===== src/rtl/serial_rx_pkg.sv =====
// Shared types and helpers for the serial word receiver.
// Holds the FSM state encoding, the bit-order constants and the counter sizing function.
package serial_rx_pkg;

    typedef enum logic {IDLE, SHIFT} state_t;

    localparam logic DIR_MSB_FIRST = 1'b0;
    localparam logic DIR_LSB_FIRST = 1'b1;

    function automatic int clog2(input int value);
        int result;
        result = 0;
        while ((1 << result) < value) result++;
        return result;
    endfunction

endpackage


===== src/rtl/sipo_shift_core.sv =====
// Serial-in shift register with bit counter.
// On each shift it presents the post-shift word, and flags the shift that completes a word.
module sipo_shift_core
    import serial_rx_pkg::*;
#(
    parameter int WIDTH = 4
) (
    input  logic             clock,
    input  logic             reset,
    input  logic             load,
    input  logic             shift,
    input  logic             dir,
    input  logic             bit_in,
    output logic [WIDTH-1:0] word,
    output logic             full
);

    localparam int CW = clog2(WIDTH + 1);

    logic [WIDTH-1:0] shreg;
    logic [WIDTH-1:0] first;
    logic [WIDTH-1:0] shifted;
    logic [CW-1:0]    cnt;
    logic             dir_q;

    always_comb begin
        first = '0;
        if (dir == DIR_LSB_FIRST) first[WIDTH-1] = bit_in;
        else                      first[0]       = bit_in;
        if (dir_q == DIR_LSB_FIRST) shifted = {bit_in, shreg[WIDTH-1:1]};
        else                        shifted = {shreg[WIDTH-2:0], bit_in};
    end

    // The completing bit is visible combinationally so the word can be registered on the same edge.
    assign word = shifted;
    assign full = shift && (cnt == CW'(WIDTH - 1));

    always_ff @(posedge clock) begin
        if (reset) begin
            shreg <= '0;
            cnt   <= '0;
            dir_q <= DIR_MSB_FIRST;
        end else if (load) begin
            shreg <= first;
            cnt   <= CW'(1);
            dir_q <= dir;
        end else if (shift) begin
            shreg <= shifted;
            cnt   <= cnt + CW'(1);
        end
    end

endmodule


===== src/rtl/serial_word_receiver.sv =====
// Framed serial-to-parallel receiver with valid/ready output register.
// Reports framing violations as a pulse and dropped words as a sticky overrun flag.
module serial_word_receiver
    import serial_rx_pkg::*;
#(
    parameter int WIDTH = 4
) (
    input  logic             clock,
    input  logic             reset,
    input  logic             sin_valid,
    input  logic             sin,
    input  logic             frame,
    input  logic             dir,
    output logic [WIDTH-1:0] dout,
    output logic             dout_valid,
    input  logic             dout_ready,
    output logic             busy,
    output logic             frame_err,
    output logic             overrun,
    input  logic             overrun_clr
);

    state_t           state;
    logic             load;
    logic             shift;
    logic [WIDTH-1:0] word;
    logic             complete;

    assign load  = sin_valid && frame;
    assign shift = sin_valid && !frame && (state == SHIFT);

    sipo_shift_core #(.WIDTH(WIDTH)) u_core (
        .clock  (clock),
        .reset  (reset),
        .load   (load),
        .shift  (shift),
        .dir    (dir),
        .bit_in (sin),
        .word   (word),
        .full   (complete)
    );

    always_ff @(posedge clock) begin
        if (reset) begin
            state      <= IDLE;
            dout       <= '0;
            dout_valid <= 1'b0;
            busy       <= 1'b0;
            frame_err  <= 1'b0;
            overrun    <= 1'b0;
        end else begin
            frame_err <= 1'b0;
            if (dout_ready)  dout_valid <= 1'b0;
            if (overrun_clr) overrun    <= 1'b0;
            case (state)
                IDLE: begin
                    if (sin_valid) begin
                        if (frame) begin
                            state <= SHIFT;
                            busy  <= 1'b1;
                        end else begin
                            frame_err <= 1'b1;
                        end
                    end
                end
                SHIFT: begin
                    if (sin_valid) begin
                        if (frame) begin
                            frame_err <= 1'b1;
                        end else if (complete) begin
                            state <= IDLE;
                            busy  <= 1'b0;
                            // Later assignments win: a completing word overrides the ready-clear and overrun_clr.
                            if (!dout_valid || dout_ready) begin
                                dout       <= word;
                                dout_valid <= 1'b1;
                            end else begin
                                overrun <= 1'b1;
                            end
                        end
                    end
                end
                default: begin
                    state <= IDLE;
                    busy  <= 1'b0;
                end
            endcase
        end
    end

endmodule


===== config.mk =====
export PLATFORM = sky130hd
export DESIGN_NAME = serial_word_receiver
export DESIGN_NICKNAME = d
export VERILOG_FILES = /design/src/rtl/serial_rx_pkg.sv /design/src/rtl/sipo_shift_core.sv /design/src/rtl/serial_word_receiver.sv
export SDC_FILE = /design/constraint.sdc
export NUM_CORES = 1
export LEC_CHECK = 0
export ABC_CLOCK_PERIOD_IN_PS = 1900
export CORE_UTILIZATION = 40
export DETAILED_ROUTE_END_ITERATION = 6
export PLACE_DENSITY_LB_ADDON = 0.12
export SLEW_MARGIN = 0
export SYNTH_ARGS = -nofsm -noshare
export SYNTH_HDL_FRONTEND = slang
export SYNTH_HIERARCHICAL = 1
export SYNTH_SLANG_ARGS = --single-unit

===== constraint.sdc =====
create_clock -name clock -period 1.9 [get_ports clock]
set_input_delay 0.285 -clock clock [delete_from_list [all_inputs] [get_ports clock]]
set_output_delay 0.285 -clock clock [all_outputs]
set_load 0.02 [all_outputs]

### Word level (Yosys, flattened, before mapping)

Cells that the tools add are included.

* flip-flop bits (word level): 17
* output and inout bits: 8

* add/subtract/negate cells: 1
* eq/ne operators: 6
* muxes and demuxes: 34
* bitwise operators: 2
* reduce and logical (&&, ||, !) cells: 11

Operator list (number)
* 2-to-1 mux 1 bit: 28
* 2-to-1 mux 4 bit: 3
* AND reduction 5 bit: 2
* inequality test 2 bit, second input constant: 4
* one-hot mux 1 bit (2 select lines): 3
* logical AND 1 bit: 4
* adder 3 x 1 -> 3 bit, second input constant: 1
* == test 3 x 2 -> 1 bit, second input constant: 1
* zero test 1 bit: 2
* inequality test 2 x 1 -> 1 bit, second input constant: 1
* NOT 1 bit: 2
* nonzero test 2 bit: 1
* OR reduction 2 bit: 1
* logical OR 1 bit: 1

### Depth between registers and ports, before layout

Gate-level depths: netlist of the first run.

* depth in word-level cells: 8
* depth in mapped cells: 7
* depth with buffers taken out: 6

### Modules after synthesis

Netlist of the first run, hierarchy kept.

By module, submodules not included
* serial_word_receiver: times used 1, cells an instance 41, area an instance 422.9 um^2, sequential area each 180.2 um^2
* sipo_shift_core: times used 1, cells an instance 42, area an instance 410.4 um^2, sequential area each 160.2 um^2

### Worst setup path before layout of the first run

No wires, ideal clock.

* path type: register to register
* from: reg state
* to: reg dout[0]
* setup time: 72 ps
* data arrival time: 1428 ps
* data required time: 1828 ps
* path slack: 400 ps
* cell stages (with the launch flop): 8
* clock period less this slack: 1500 ps
* cells stage by stage: dfxtp_1 and3b_2 buf_4 and2_1 nand4b_2 nor2b_2 buf_6 mux2i_1

* word-level cells in the longest chain between the ends: 3

Ends and longest elaborated chain
* start, declared: RTL line serial_word_receiver.sv:23 `state_t state;`
* start signal, assigned: RTL line serial_word_receiver.sv:45 `state <= IDLE;`
* start signal, assigned: RTL line serial_word_receiver.sv:59 `state <= SHIFT;`
* start signal, assigned: RTL line serial_word_receiver.sv:71 `state <= IDLE;`
* logical AND 1 bit: RTL line serial_word_receiver.sv:30 `assign shift = sin_valid && !frame && (state == SHIFT);`
* via shift: RTL line serial_word_receiver.sv:25 `logic shift;`
* logical AND 1 bit: RTL line sipo_shift_core.sv:36 `assign full = shift && (cnt == CW'(WIDTH - 1));`
* via complete: RTL line serial_word_receiver.sv:27 `logic complete;`
* AND reduction 5 bit (no line)
* end signal, assigned: RTL line serial_word_receiver.sv:75 `dout <= word;`
* end, declared: RTL line serial_word_receiver.sv:14 `output logic [WIDTH-1:0] dout,`

The timed path passes the listed nets, and every way through them passes these cells.
A chain may end at the register's enable or synchronous reset.

### Final worst setup path of the first run

* from: in frame
* to: reg dout[1]

* word-level cells in the longest chain between the ends: 5
* elaborated cells on any way between the ends: 6

Ends and longest elaborated chain
* start, declared: RTL line serial_word_receiver.sv:12 `input logic frame,`
* zero test 1 bit: RTL line serial_word_receiver.sv:30
* logical AND 1 bit (2 in series): RTL line serial_word_receiver.sv:30
* via shift: RTL line serial_word_receiver.sv:25
* logical AND 1 bit: RTL line sipo_shift_core.sv:36
* via complete: RTL line serial_word_receiver.sv:27
* AND reduction 5 bit (no line)

The timed path passes the listed nets, and every way through them passes these cells.

==> results.json, run 1 <==
{
  "status": "finished clean",
  "final.setup.worst_slack_ns": 0.313,
  "finalNetCount": 115,
  "start_util": 0.425,
  "worst_hold_path_type": "register to register",
  "comb_power_share": 0.122,
  "rows": 16,
  "peakVddDrop_uv": 400,
  "period_needed_ns": 1.59,
  "cts_num_sinks": 17,
  "vias": 624,
  "ant_nets": 0,
  "port_buffers": 15,
  "numCtsBuffers": 3,
  "final_util": 0.539,
  "wire_per_inst_um": 11.0,
  "tritoncts": "done",
  "root_buffer": "clkbuf_4",
  "dr.pass1.iters": 2,
  "die_h_um": 47.6,
  "grt_antenna_before_repair": 0,
  "hold_buffers": 0,
  "power.internal_uw": 492,
  "ys_async_sr_fraction": 0,
  "setup_viol": 0,
  "pwr_density_cell_mw_per_mm2": 611,
  "synth_edf_count": 0,
  "cp-start-kind": "primary input",
  "clkPwrFrac": 0.299,
  "postCtsResizedCells": 0,
  "syn_nets": 93,
  "critPathMaxFanout": 5,
  "grt_max_degree": 15,
  "required_ns": 2.13,
  "syn_to_final_growth_pct": 26.9,
  "instances_no_fill": 131,
  "cpPeakStageDelay_ns": 0.47,
  "path_depth": 6,
  "clk_pin_slew_ns": 0.09,
  "syn_area_per_cell_um2": 10.0,
  "h-tree-depth": 1,
  "worst_pin_slew_ns": 0.366,
  "placed_cells": 127,
  "coreArea_mm2": 0.00196,
  "clock_latency_ns": 0.29,
  "crit_slowest_cell": "clkdlybuf4s50_1",
  "rsz0062_at_grt": "false",
  "cts_max_path_buffers": 2,
  "worstPathCellList": "clkdlybuf4s50_1 -> and3b_2 -> and2_1 -> nand4b_2 -> nor2b_2 -> mux2i_1",
  "place_hpwl_um": 1020,
  "finalPower_uw": 646,
  "first_iter_violations": 7,
  "finalWirelength_um": 1450,
  "syn_inst": 83,
  "pin_count": 16,
  "switching_share": 0.239,
  "synth_cell_types": 31,
  "via_per_inst": 4.76,
  "drive_above_1_share": 0.240,
  "crit_type": "primary input to register",
  "synth_seq_area_share": 0.408,
  "die_area_mm2": 0.00227,
  "reg2reg_depth": 5,
  "diodes": 0,
  "min_period_over_period": 0.835,
  "maxCapViolCount": 0,
  "grt_pass1_vias": 541,
  "grt.overflow.total": 0,
  "fp.dieW_um": 47.6,
  "worst_setup_path_end_kind": "register",
  "hold_path_depth": 2,
  "hold_viol": 0,
  "grt_first_pass_wirelength_um": 2280,
  "skew_ns": 0.00144,
  "synth_area_um2": 833,
  "post-cts-setup-buffer-count": 0,
  "grt.total_usage": 0.151,
  "leakage_nw": 0.408,
  "crit_family": "simple AND/OR/NAND/NOR gates",
  "fmax_ghz": 0.630,
  "arrival_ns": 1.81,
  "tns_ns": 0,
  "maxSlewHeadroom": 0.756,
  "p_sw_uw": 154,
  "drc": 0,
  "yosysWarnings": 6,
  "dpl_worst_slack_ns": 0.00226,
  "crit_buf_inv": 1,
  "place.gp.congestion": 0.662,
  "yosys_register_bits": 17,
  "report.final.slew_viol_count": 0,
  "seqPwrFrac": 0.579,
  "ys.flop_type": "dfxtp_1"
}
[state kept, by name, summed over array words and instances, names as in the netlist]
| register | flops |
|---|---|
| dout | 4 |
| busy | 1 |
| u_core/shreg | 4 |
| frame_err | 1 |
| overrun | 1 |
| u_core/dir_q | 1 |
| state | 1 |
| dout_valid | 1 |
| u_core/cnt | 3 |
[cells by family (layout without fill, tap and decap cells)]
| logic type | count (synthesis) | count (layout) | share of synthesized area |
|---|---|---|---|
| multiplexers | 12 | 12 | 0.155 |
| AND/OR/NAND/NOR | 34 | 34 | 0.254 |
| XOR/XNOR | 2 | 2 | 0.0210 |
| flip-flops | 17 | 17 | 0.408 |
| AO/OA/AOI/OAI | 9 | 9 | 0.0811 |
| adder cells (fa/ha/maj) | 2 | 2 | 0.0300 |
| buffers and inverters | 7 | 28 | 0.0510 |
[final cells by class]
| class | count | area [µm²] |
|---|---|---|
| well taps | 27 | 33.8 |
| clock buffers | 4 | 26.3 |
| repair buffers | 21 | 195 |
| fillers | 215 | 905 |
| flip-flops and latches | 17 | 340 |
| inverters | 3 | 11.3 |
| multi-input cells | 59 | 450 |
[worst paths after layout]
| kind | from | end | slack (ns) |
|---|---|---|---|
| worst max-delay path | frame | dout[1] | 0.31 |
| worst min-delay path | dout[3] | dout[3] | 0.48 |
| worst max register to register | state | dout[1] | 0.39 |
| worst min register to register | dout[3] | dout[3] | 0.48 |
[worst min-delay path, stage by stage, from the launching register on]
cell      delay, ns
dfxtp_1        0.32
nand2b_1       0.06
mux2i_1        0.05
[Yosys cell counts, types with 2 or more instances]
| cell type | n | share of area |
|---|---|---|
| xor2_1 | 2 | 0.021 |
| ha_1 | 2 | 0.030 |
| o21ai_0 | 2 | 0.012 |
| a21oi_1 | 2 | 0.012 |
| and2_1 | 2 | 0.015 |
| dfxtp_1 | 17 | 0.41 |
| nand2b_1 | 3 | 0.023 |
| or2b_2 | 6 | 0.063 |
| nor3_1 | 2 | 0.012 |
| nor2b_1 | 2 | 0.015 |
| buf_4 | 2 | 0.018 |
| nand2_1 | 3 | 0.014 |
| inv_1 | 3 | 0.014 |
| mux2_2 | 3 | 0.041 |
| nor2_1 | 9 | 0.041 |
| mux2i_1 | 8 | 0.096 |
[placed cells by master (no fill, tap or decap), types with 2 or more instances in the layout]
master           Yosys  layout
or2b_2               6       6
clkdlybuf4s50_1      0      15
buf_4                2       6
mux2_2               3       3
nor2_1               9       9
dfxtp_1             17      17
nor2b_1              2       2
ha_1                 2       2
mux2i_1              8       8
o21ai_0              2       2
nand2b_1             3       3
a21oi_1              2       2
nor3_1               2       2
inv_1                3       3
xor2_1               2       2
clkbuf_4             0       3
nand2_1              3       3
and2_1               2       2
[through the flow]
step	hold slack (ns)	cell area, µm²
finish	0.475	1060
global route	0.501	1060
CTS	0.482	1060
detailed placement	0.465	1030
global placement	0.464	1030
floorplan	0.357	833
[metal layers]
layer,track usage,up-vias,share of wire
li1,-,325,-
met1,0.176,283,0.49
met2,0.247,12,0.45
met3,0.0340,4,0.033
met4,0.100,0,0.031
met5,0,-,0
[power groups by stage]
stage	combinational (mW)	sequential, mW	clock [mW]
detailed placement	0.0788	0.382	0
CTS	0.0794	0.374	0.206
global route	0.0874	0.375	0.217
floorplan	0.0395	0.384	0
global placement	0.0779	0.382	0
finish	0.0788	0.374	0.193
Power figures use the tool's default switching activity.
==> run 2: changes to the inputs <==
Settings changed: ABC_CLOCK_PERIOD_IN_PS 1900 to 1300.
Clock period 1.9 ns to 1.3 ns, I/O delays scaled along.
==> run 2 against run 1 <==
  * The run now ends with setup timing left
  * Sequential power grew 46%
  * Combinational power rose by 74%
  * Register-to-register slack got worse by 0.41 ns
  * Critical path depth is the same
  * First-iteration DRC count up 100%
  * Total power grew 50%
  * Design area increased by 10%
  * Clock skew increased by 0.0038 ns
  * Critical path type is now register to register
  * Largest power group unchanged
==> results.json, run 2 (synthesis gave the netlist of run 1 again) <==
{
  "drc": 0,
  "status": "finished, violations left",
  "crit_buf_inv": 0,
  "report.final.slew_viol_count": 0,
  "instances_no_fill": 137,
  "numCtsBuffers": 3,
  "arrival_ns": 1.55,
  "first_iter_violations": 14,
  "pin_count": 16,
  "wl_met3_um": 45,
  "highest_layer": "met4",
  "final_area_mm2": 0.00117,
  "leakage_nw": 0.494,
  "finalNetCount": 121,
  "drive_above_1_share": 0.364,
  "seqPwrFrac": 0.565,
  "skew_ns": 0.00520,
  "pwr_density_cell_mw_per_mm2": 828,
  "post-cts-setup-buffer-count": 0,
  "h-tree-depth": 1,
  "crit_slowest_cell": "dfxtp_2",
  "final_cell_mix": "dfxtp_1, dlygate4sd2_1, buf_4",
  "route.met2.wl_um": 688,
  "start_util": 0.425,
  "wire_per_inst_um": 10.8,
  "wl_met1_um": 740,
  "peakVddDrop_uv": 669,
  "reg.largest.list": "dout: 4 flops, u_core/shreg: 4 flops, u_core/cnt: 3 flops",
  "cts_num_sinks": 17,
  "clk_pin_slew_ns": 0.10,
  "cp-start-kind": "register",
  "via_per_inst": 4.76,
  "root_buffer": "clkbuf_4",
  "syn_to_final_growth_pct": 39.9,
  "clkPwrFrac": 0.293,
  "p_sw_uw": 241,
  "cpPeakStageDelay_ns": 0.37,
  "hold_viol": 0,
  "final_common_cell": "dfxtp_1",
  "critPathMaxFanout": 4,
  "violations": "setup timing",
  "tritoncts": "done",
  "maxCapViolCount": 0,
  "placed_cells": 133,
  "period_needed_ns": 1.32,
  "clock_latency_ns": 0.29,
  "crit_top_cell": "ha_4",
  "rsz0062_at_grt": "true",
  "final.setup.worst_slack_ns": -0.0190,
  "port_buffers": 15,
  "grt_antenna_before_repair": 0,
  "final_util": 0.594,
  "setup_viol": 4,
  "fp.dieW_um": 47.6,
  "ant_nets": 0,
  "die_area_mm2": 0.00227,
  "maxSlewHeadroom": 0.791,
  "crit_type": "register to register",
  "finalPower_uw": 966,
  "comb_power_share": 0.141,
  "die_h_um": 47.6,
  "grt_pass1_vias": 533,
  "grt_first_pass_wirelength_um": 2280,
  "dr.pass1.iters": 3,
  "hold_buffers": 0,
  "required_ns": 1.53,
  "cts_max_path_buffers": 2,
  "diodes": 0,
  "switching_share": 0.249,
  "fmax_ghz": 0.758,
  "place.gp.congestion": 0.684,
  "vias": 652,
  "grt.total_usage": 0.146,
  "finalWirelength_um": 1480,
  "grt.overflow.total": 0,
  "coreArea_mm2": 0.00196,
  "worst_pin_slew_ns": 0.305,
  "worstPathCellList": "ha_4 -> ha_4 -> and2_4 -> nand4b_4 -> nor2b_4 -> mux2i_1",
  "grt_max_degree": 22,
  "worst_hold_path_type": "primary input to register",
  "worst_setup_path_end_kind": "register",
  "crit_family": "simple AND/OR/NAND/NOR gates",
  "min_period_over_period": 1.01,
  "power.internal_uw": 725,
  "place_hpwl_um": 1090,
  "place_area_mm2": 0.00110,
  "dpl_worst_slack_ns": -0.395,
  "rows": 16
}
## run 2: cell count changes in the layout (fill, tap and decap cells not counted), moves of 2 or more
cell,change
clkdlybuf4s50_1,-10
ha_4,+2
dfxtp_1,-3
dfxtp_2,+2
buf_4,+4
ha_1,-2
dlygate4sd2_1,+10
## run 2: power by group through the flow
stage	registers, mW	logic, mW	clock network (mW)
finish	0.546	0.137	0.283
global route	0.548	0.149	0.323
CTS	0.545	0.137	0.295
detailed placement	0.556	0.137	0
global placement	0.555	0.134	0
floorplan	0.561	0.0591	0
## run 2: cell type report
class | count | area, µm²
Clock buffer | 3 | 22.5
Clock inverter | 1 | 5.00
Fill cell | 202 | 796
Inverter | 3 | 11.3
Multi-Input combinational cell | 59 | 503
Sequential cell | 17 | 347
Tap cell | 27 | 33.8
Timing Repair Buffer | 27 | 244
## run 2: repair_timing
action,CTS,global route
endpoints found under the hold margin,0,0
endpoints found under the setup margin,15,6
resized for setup,20,1
pin swaps,2,1
## run 2: worst register-to-register path: stages (launching register included)
cell	delay (ns)
dfxtp_2	0.37
ha_4	0.14
ha_4	0.11
and2_4	0.14
nand4b_4	0.11
nor2b_4	0.19
mux2i_1	0.20
## run 2: routing by layer
metal / track usage / up-vias
met5: 0 / -
met4: 0.0667 / 0
met3: 0.0340 / 2
met2: 0.233 / 10
met1: 0.187 / 300
li1: - / 340
## run 2: stage by stage
| stage | hold slack, ns | setup TNS [ns] |
|---|---|---|
| detailed placement | 0.471 | -4.39 |
| global placement | 0.468 | -3.92 |
| CTS | 0.478 | -0.0602 |
| global route | 0.486 | -0.381 |
| finish | 0.479 | -0.0398 |
| floorplan | 0.267 | -0.329 |
## run 2: worst paths after layout
path | start | end | slack [ns] | cells past startpoint
worst max-delay path | u_core/cnt[0] | dout[0] | -0.02 | 6
worst min register to register | dout[3] | dout[3] | 0.49 | 2
worst min-delay path | sin_valid | frame_err | 0.48 | 3
worst max register to register | u_core/cnt[0] | dout[0] | -0.02 | 6
==> run 3: changes to the inputs <==
Settings changed: HOLD_SLACK_MARGIN set to 0.03.
==> results of run 3 <==
Final layout, timing and power as in run 2 (identical DEF).
